===== src/rtl/fp32_pkg.sv =====
// fp32_pkg: shared fp32 constants, divider FSM states and field helpers.
package fp32_pkg;
  localparam int          BIAS   = 127;
  localparam logic [31:0] QNAN   = 32'h7FC0_0000;
  localparam int          EXP_W  = 8;
  localparam int          MANT_W = 23;
  localparam int          QBITS  = 26;
  typedef enum logic [1:0] {IDLE, DIV, ROUND, DONE} state_e;
  function automatic logic f_sign(input logic [31:0] x);
    return x[31];
  endfunction
  function automatic logic [EXP_W-1:0] f_exp(input logic [31:0] x);
    return x[30:23];
  endfunction
  function automatic logic [MANT_W-1:0] f_mant(input logic [31:0] x);
    return x[22:0];
  endfunction
endpackage


===== src/rtl/fdiv_mant_core.sv =====
// fdiv_mant_core: restoring mantissa divider, one quotient bit per clock.
module fdiv_mant_core
  import fp32_pkg::*;
(
  input  logic              clk_i,
  input  logic              rst_i,
  input  logic              start_i,
  input  logic [MANT_W-1:0] ma_i,
  input  logic [MANT_W-1:0] mb_i,
  output logic              done_o,
  output logic [QBITS-1:0]  q_o,
  output logic              rem_nz_o
);
  logic             busy_q;
  logic [4:0]       cnt_q;
  logic [24:0]      rem_q;
  logic [23:0]      div_q;
  logic [QBITS-1:0] q_q;
  logic [25:0]      trial;
  logic             ge;
  logic [24:0]      sel;
  always_comb begin
    trial = {1'b0, rem_q} - {2'b0, div_q};
    ge    = ~trial[25];
    sel   = ge ? trial[24:0] : rem_q;
  end
  assign done_o   = busy_q & (cnt_q == 5'd25);
  assign q_o      = q_q;
  assign rem_nz_o = |rem_q;
  always_ff @(posedge clk_i) begin
    if (rst_i) begin
      busy_q <= 1'b0;
      cnt_q  <= '0;
      rem_q  <= '0;
      div_q  <= '0;
      q_q    <= '0;
    end else if (start_i) begin
      busy_q <= 1'b1;
      cnt_q  <= '0;
      rem_q  <= {2'b01, ma_i};
      div_q  <= {1'b1, mb_i};
      q_q    <= '0;
    end else if (busy_q) begin
      rem_q  <= sel << 1;
      q_q    <= {q_q[QBITS-2:0], ge};
      cnt_q  <= cnt_q + 5'd1;
      busy_q <= ~done_o;
    end
  end
endmodule


===== src/rtl/fdiv_seq.sv =====
// fdiv_seq: sequential fp32 divider c = a / b with valid/ready handshakes.
module fdiv_seq
  import fp32_pkg::*;
(
  input  logic        clk_i,
  input  logic        rst_i,
  input  logic [31:0] a_i,
  input  logic [31:0] b_i,
  input  logic        in_valid_i,
  output logic        in_ready_o,
  output logic [31:0] c_o,
  output logic        out_valid_o,
  input  logic        out_ready_i
);
  state_e             state_q, state_d;
  logic               sign_q;
  logic signed [9:0]  exp_q;
  logic [31:0]        c_q, c_d;
  logic [7:0]         ea, eb;
  logic               a_z, b_z, a_sp, b_sp, special, acc, start, done, rem_nz;
  logic [QBITS-1:0]   q;
  logic [31:0]        spec_res, res;
  logic               norm, g, s;
  logic [22:0]        mant_pre;
  logic [23:0]        mant_r;
  logic signed [9:0]  e_n, e_r;
  assign in_ready_o  = (state_q == IDLE);
  assign out_valid_o = (state_q == DONE);
  assign c_o         = c_q;
  assign ea      = f_exp(a_i);
  assign eb      = f_exp(b_i);
  assign a_z     = (ea == 8'h00);
  assign b_z     = (eb == 8'h00);
  assign a_sp    = (ea == 8'hFF);
  assign b_sp    = (eb == 8'hFF);
  assign special = a_sp | b_sp | a_z | b_z;
  assign acc     = in_valid_i & in_ready_o;
  assign start   = acc & ~special;
  assign spec_res = (a_sp | b_sp | (a_z & b_z)) ? QNAN :
                    b_z ? {f_sign(a_i) ^ f_sign(b_i), 8'hFF, 23'h0} : 32'h0;
  fdiv_mant_core u_core (
    .clk_i    (clk_i),
    .rst_i    (rst_i),
    .start_i  (start),
    .ma_i     (f_mant(a_i)),
    .mb_i     (f_mant(b_i)),
    .done_o   (done),
    .q_o      (q),
    .rem_nz_o (rem_nz)
  );
  // a quotient below 1.0 leaves q[25] clear and costs one exponent step
  always_comb begin
    norm     = q[25];
    mant_pre = norm ? q[24:2] : q[23:1];
    g        = norm ? q[1] : q[0];
    s        = (norm & q[0]) | rem_nz;
    e_n      = norm ? exp_q : exp_q - 10'sd1;
    mant_r   = {1'b0, mant_pre} + {23'd0, g & (s | mant_pre[0])};
    e_r      = e_n + $signed({9'd0, mant_r[23]});
    res      = (e_r >= 10'sd255) ? {sign_q, 8'hFF, 23'h0} :
               (e_r <= 10'sd0)   ? 32'h0 : {sign_q, e_r[7:0], mant_r[22:0]};
  end
  always_comb begin
    state_d = state_q;
    c_d     = c_q;
    case (state_q)
      IDLE: if (acc) begin
        state_d = special ? DONE : DIV;
        c_d     = special ? spec_res : c_q;
      end
      DIV:   state_d = done ? ROUND : DIV;
      ROUND: begin
        state_d = DONE;
        c_d     = res;
      end
      DONE:  state_d = out_ready_i ? IDLE : DONE;
      default: state_d = IDLE;
    endcase
  end
  always_ff @(posedge clk_i) begin
    if (rst_i) begin
      state_q <= IDLE;
      c_q     <= '0;
      sign_q  <= 1'b0;
      exp_q   <= '0;
    end else begin
      state_q <= state_d;
      c_q     <= c_d;
      if (acc) begin
        sign_q <= f_sign(a_i) ^ f_sign(b_i);
        exp_q  <= $signed({2'b0, ea}) - $signed({2'b0, eb}) + $signed(10'(BIAS));
      end
    end
  end
endmodule


===== config.mk =====
export PLATFORM = sky130hd
export DESIGN_NAME = fdiv_seq
export DESIGN_NICKNAME = d
export VERILOG_FILES = /design/src/rtl/fp32_pkg.sv /design/src/rtl/fdiv_mant_core.sv /design/src/rtl/fdiv_seq.sv
export SDC_FILE = /design/constraint.sdc
export NUM_CORES = 1
export LEC_CHECK = 0
export ABC_AREA = 1
export CAP_MARGIN = 10
export CORE_MARGIN = 2
export CORE_UTILIZATION = 30
export DETAILED_ROUTE_END_ITERATION = 12
export GPL_TIMING_DRIVEN = 0
export PLACE_DENSITY_LB_ADDON = 0.1
export SLEW_MARGIN = 30
export SYNTH_ARGS = -nofsm -noshare
export SYNTH_HDL_FRONTEND = slang
export SYNTH_SLANG_ARGS = --single-unit

===== constraint.sdc =====
create_clock -name clk_i -period 5.14 [get_ports clk_i]
set_input_delay 1.542 -clock clk_i [delete_from_list [all_inputs] [get_ports clk_i]]
set_output_delay 1.542 -clock clk_i [all_outputs]
set_load 0.1 [all_outputs]

### After elaboration in Yosys (flattened, before gate mapping)

Cells that the tools add are included.

* bits in registers: 126
* input bits: 68

* add/subtract/negate cells: 7
* magnitude comparators: 2
* eq/ne operators: 8
* mux-type cells: 20
* bitwise operators: 16
* reductions and logical operators: 8

Operators by type and width (count)
* $mux W32: 6
* $mux W24: 3
* $pmux W32 S2: 1
* $sub A25 B24 Y26: 1
* $reduce_or A25 Y1: 1
* $add A23 B1 Y24: 1
* $mux W23: 1
* $eq A8 B8 Y1 const B: 2
* $logic_not A8 Y1: 2
* $add A10 B2 Y10: 1
* $add A9 B8 Y10 const B: 1
* $ge A10 B9 Y1 const B: 1
* $le A10 B1 Y1 const B: 1
* $mux W10: 1
* $sub A10 B2 Y10 const B: 1
* $sub A8 B8 Y9: 1
* $mux W2: 4
* $pmux W2 S4: 1
* $and A1 B1 Y1: 6
* $or A1 B1 Y1: 6
* $add A5 B1 Y5 const B: 1
* $eq A5 B5 Y1 const B: 1
* $eq A2 B2 Y1 const B: 2
* $ne A2 B1 Y1 const B: 2
* 8 further kinds: 13

### Longest topological paths before layout

* word-level depth: 10
* depth in mapped cells: 29

### Cells and area by module

From an unflattened synthesis, not the netlist that was laid out.

* cell total of the unflattened synthesis: 1457
* area total of the unflattened synthesis: 9268.9 um2

By module, submodules not included
* fdiv_mant_core: times used 1, cells each 799, area an instance 5286.3 um2, seq. area each 1621.6 um2
* fdiv_seq: times used 1, cells each 658, area an instance 3982.6 um2, seq. area each 900.9 um2

### Worst setup path before layout

No wires, ideal clock.

* kind: input-to-reg
* start point: input a_i[23]
* end point: register exp_q[8]
* library setup time: 0.128 ns
* arrival time: 3.210 ns
* slack: 1.803 ns
* cell stages on the path: 15
* path through: inv_1 ha_1 inv_1 fa_1 inv_1 ha_1 nand2_1 nor3_1 nand3_1 nand2_1 inv_1 nand2_1 nand3_1 nand2_1 nor2_1

* longest elaborated chain between the ends: 2

RTL lines
* start, declared: line fdiv_seq.sv:7 `input logic [31:0] a_i,`
* $sub A8 B8 Y9: line fdiv_seq.sv:91 `exp_q <= $signed({2'b0, ea}) - $signed({2'b0, eb}) + $signed(10'(BIAS));`
* $add A9 B8 Y10: line fdiv_seq.sv:91
* end signal, assigned: line fdiv_seq.sv:91
* end, declared: line fdiv_seq.sv:17 `logic signed [9:0] exp_q;`

No other way between the ends.
A chain may end at the register's enable or synchronous reset.

### Final worst setup path

* start point: input b_i[25]
* end point: register u_core.rem_q[21]

* longest elaborated chain between the ends: 7

RTL lines
* start, declared: line fdiv_seq.sv:8 `input logic [31:0] b_i,`
* $eq A8 B8 Y1: line fdiv_seq.sv:35 `assign b_sp = (eb == 8'hFF);`
* $or A1 B1 Y1 (2 in series): line fdiv_seq.sv:36 `assign special = a_sp | b_sp | a_z | b_z;`
* $or A1 B1 Y1 *: line fdiv_seq.sv:36
* $not A1 Y1 *: line fdiv_seq.sv:38 `assign start = acc & ~special;`
* $and A1 B1 Y1 *: line fdiv_seq.sv:38
* $mux W24 / $reduce_bool A2 Y1 (equally long branches)
* end signal, assigned: line fdiv_mant_core.sv:40 `rem_q <= {2'b01, ma_i};`
* end signal, assigned: line fdiv_mant_core.sv:44 `rem_q <= sel << 1;`
* end, declared: line fdiv_mant_core.sv:16 `logic [24:0] rem_q;`

Mark *: on every way between the ends. The rest lies on a longest branch, timed or not.

==> run summary <==
PD cells: 311.5 mW/mm^2
Tightest Pin Transition: 0.9821 ns
Primary FF master, synth: dfxtp_1
Crit end category: register
Max VDD drop: 0.2234 mV
Hold Vio Cnt, Final: 0
Net Count, Synth: 1469
Adder and majority gate portion of the synthesized area: 0.06124
Total congestion overflow after global routing: 0
Post-DP HPWL: 21870 um
Xor/xnor share of the synthesized area: 0.03047
Share of cells above drive strength 1: 0.04695
Uppermost layer routed: met4
Wire length per cell: 14.76 um
Clock skew: 0.01008 ns
Vias per cell: 4.790
Clock root buffer: clkbuf_16
Clock Path Buffers: 2
Core area: 0.02847 mm^2
Ranking of synthesized cells by area: dfxtp_1 (29%), nand2_1 (10%), inv_1 (9.6%)
WP data arrival: 4.60 ns
Rel. slew slack: 0.3432
Routed length on met1: 14680 um
Post-synthesis simple-gate area fraction: 0.2888
Num rows: 62
Leak: 0.004451 uW
Largest area contributor in the netlist: dfxtp_1
First DRT Iteration DRCs: 621
Critical hold path startpoint: u_core.div_q[0]
Number of global-route vias before repair: 8804
Inserted Clock Buffers: 17
Final Wtd Congestion: 0.8763
Mux share of post-synthesis cell area: 0
Final wirelength: 27670 um
CTS tree: yes
Met2 WL post-DR: 11540 um
Post-synthesis compound-gate area fraction: 0.1994
Die area: 0.03011 mm^2
RSZ-0062 raised after global routing: no
Dpl ws: 0.4101 ns
All-layer global routing usage: 0.1895
Starting Density: 0.3028
R2r startpoint: u_core.q_o[25]
Tightest Hold Check Type: reg2reg
Cell count after synthesis: 1360
Final Cell Area: 0.01069 mm^2
Maxcap violations: 0
Clock Sinks: 126
Clock Latency Late Sink: 0.42 ns
Post-CTS Hold Fix Bufs: 0
Syn avg cell area: 6.340 um^2
F_max: 234.7 MHz
Post-route total power: 3329 uW
Die Y: 173.5 um
Vias: 8982
Largest net degree at the start of global routing: 17
Io pins: 102
Post-Route Setup TNS: 0 ns
I/O Buffers: 100
Yosys cell types: 44
Non-filler cells in the finished layout: 1875
Worst-path clk slew: 0.06 ns
Post-synth EDFFs: 0
Post-CTS setup buffer count: 0
Final setup viols: 0
YS warnings: 0
Routed Antenna Nets: 0
Max H-tree Level: 4
Syn-to-layout area delta: 23.96%
Crit start category: input port
Resized cells post-CTS: 0
Antenna violations before repair: 0
# nets final: 1588
Worst setup startpoint: b_i[25]
Die X: 173.5 um
TritonRoute pass-1 iters: 5
Cell Count Post-Placement: 1844
Asr flop ratio synth: 0
DRC Markers: 0
PnR worst setup slack: 0.8792 ns
Max-slew violations: 0
Setup Crit Path Kind: in2reg
Seq/Total Area, Yosys: 0.2926
# diodes: 0
Cell area after synthesis: 0.008622 mm^2
Register bit total from synthesis: 126
Largest family of logic cells by synthesized area: simple AND/OR/NAND/NOR gates
First-pass GRT wire length: 45950 um
Post-Place Cell Area: 0.01010 mm^2
Max FO, Critical Path: 10
Period utilisation layout: 0.8290
Routed length on met3: 1097 um
Status: completed
CP required: 5.48 ns
Post-layout minimum cycle time: 4.261 ns
Synth top area share: 0.2926
## cell usage in the layout (no fill, tap or decap), drive strengths merged, types with 4 or more instances in the layout
master,count
xnor2,9
nand3,59
inv,224
o22ai,14
xor2,21
a211oi,4
clkbuf,61
nand4,49
nor4,10
o21ai,102
nor3,22
nor2,173
o211ai,20
o21bai,5
ha,39
a31oi,6
dfxtp,126
nand2,244
a21oi,154
clkinv,4
buf,15
or2,6
clkdlybuf4s50,100
## flip-flops by register name, summed over array words and instances (netlist names)
name,count
c_o,32
u_core.q_o,26
u_core.rem_q,25
u_core.div_q,24
exp_q,10
u_core.cnt_q,5
state_q,2
sign_q,1
u_core.busy_q,1
## through the flow
| step | hold slack (ns) | utilization |
|---|---|---|
| 3_3_place_gp | 0.4505 | 0.3549 |
| 6_report | 0.4603 | 0.3754 |
| 4_1_cts | 0.4581 | 0.3754 |
| 3_5_place_dp | 0.4476 | 0.3549 |
| 2_1_floorplan | 0.4280 | - |
| 5_1_grt | 0.4907 | 0.3754 |
## synthesized netlist by cell type, types with 6 or more instances
library cell,n
nor4_1,10
nand2_2,7
xnor2_1,9
xor2_1,21
dfxtp_1,126
inv_1,221
a21oi_1,154
nand2_1,236
a31oi_1,6
nor2_1,167
ha_1,39
o211ai_1,20
o22ai_1,14
clkbuf_1,39
o21ai_0,97
nand3_1,57
nor3_1,21
nand4_1,48
or2_2,6
buf_2,6
## power breakdown
part	switching (uW)	leakage, uW	internal (uW)	total [uW]
clock	470	0.000279	751	1220
sequential	36.3	0.00103	1030	1070
combinational	683	0.00314	360	1040
total	1190	0.00445	2140	3330
## worst max-delay path: stages
cell and delay, ns:
clkdlybuf4s50_1 0.44, nor2_1 0.11, inv_1 0.04, nor4_1 0.62, inv_1 0.19, nand3_2 0.33
nand2_1 0.15, inv_1 0.19, clkbuf_1 0.58, o211ai_1 0.19, a21oi_1 0.19
## logic make-up after synthesis
group,count (synthesis)
adders and majority gates,41
DFF,126
and+or+nand+nor,568
buffers and inverters,278
AOI/OAI and AO/OA,317
xor gates and xnor gates,30
## metal layers
layer	track usage	vias to the layer above
met2	0.2918	161
met4	0.04273	0
li1	-	4714
met3	0.03136	25
met5	0	-
met1	0.2761	4082
## path summary, 6_finish.rpt
check                                        end  cells after the start  slack (ns)
worst max-delay path            u_core.rem_q[21]                     11        0.88
worst min register to register   u_core.div_q[0]                      2        0.46
worst min-delay path             u_core.div_q[0]                      2        0.46
worst max register to register           c_o[22]                     28        1.13
## cell type report
cell class	instances	area, um^2
Clock inverter	9	110.1
Multi-Input combinational cell	956	5000
Timing Repair Buffer	100	1001
Sequential cell	126	2522
Buffer	54	259.0
Inverter	224	840.8
Fill cell	3152	17780
Tap cell	384	480.5
Clock buffer	22	474.2
Power figures use the tool's default switching activity.
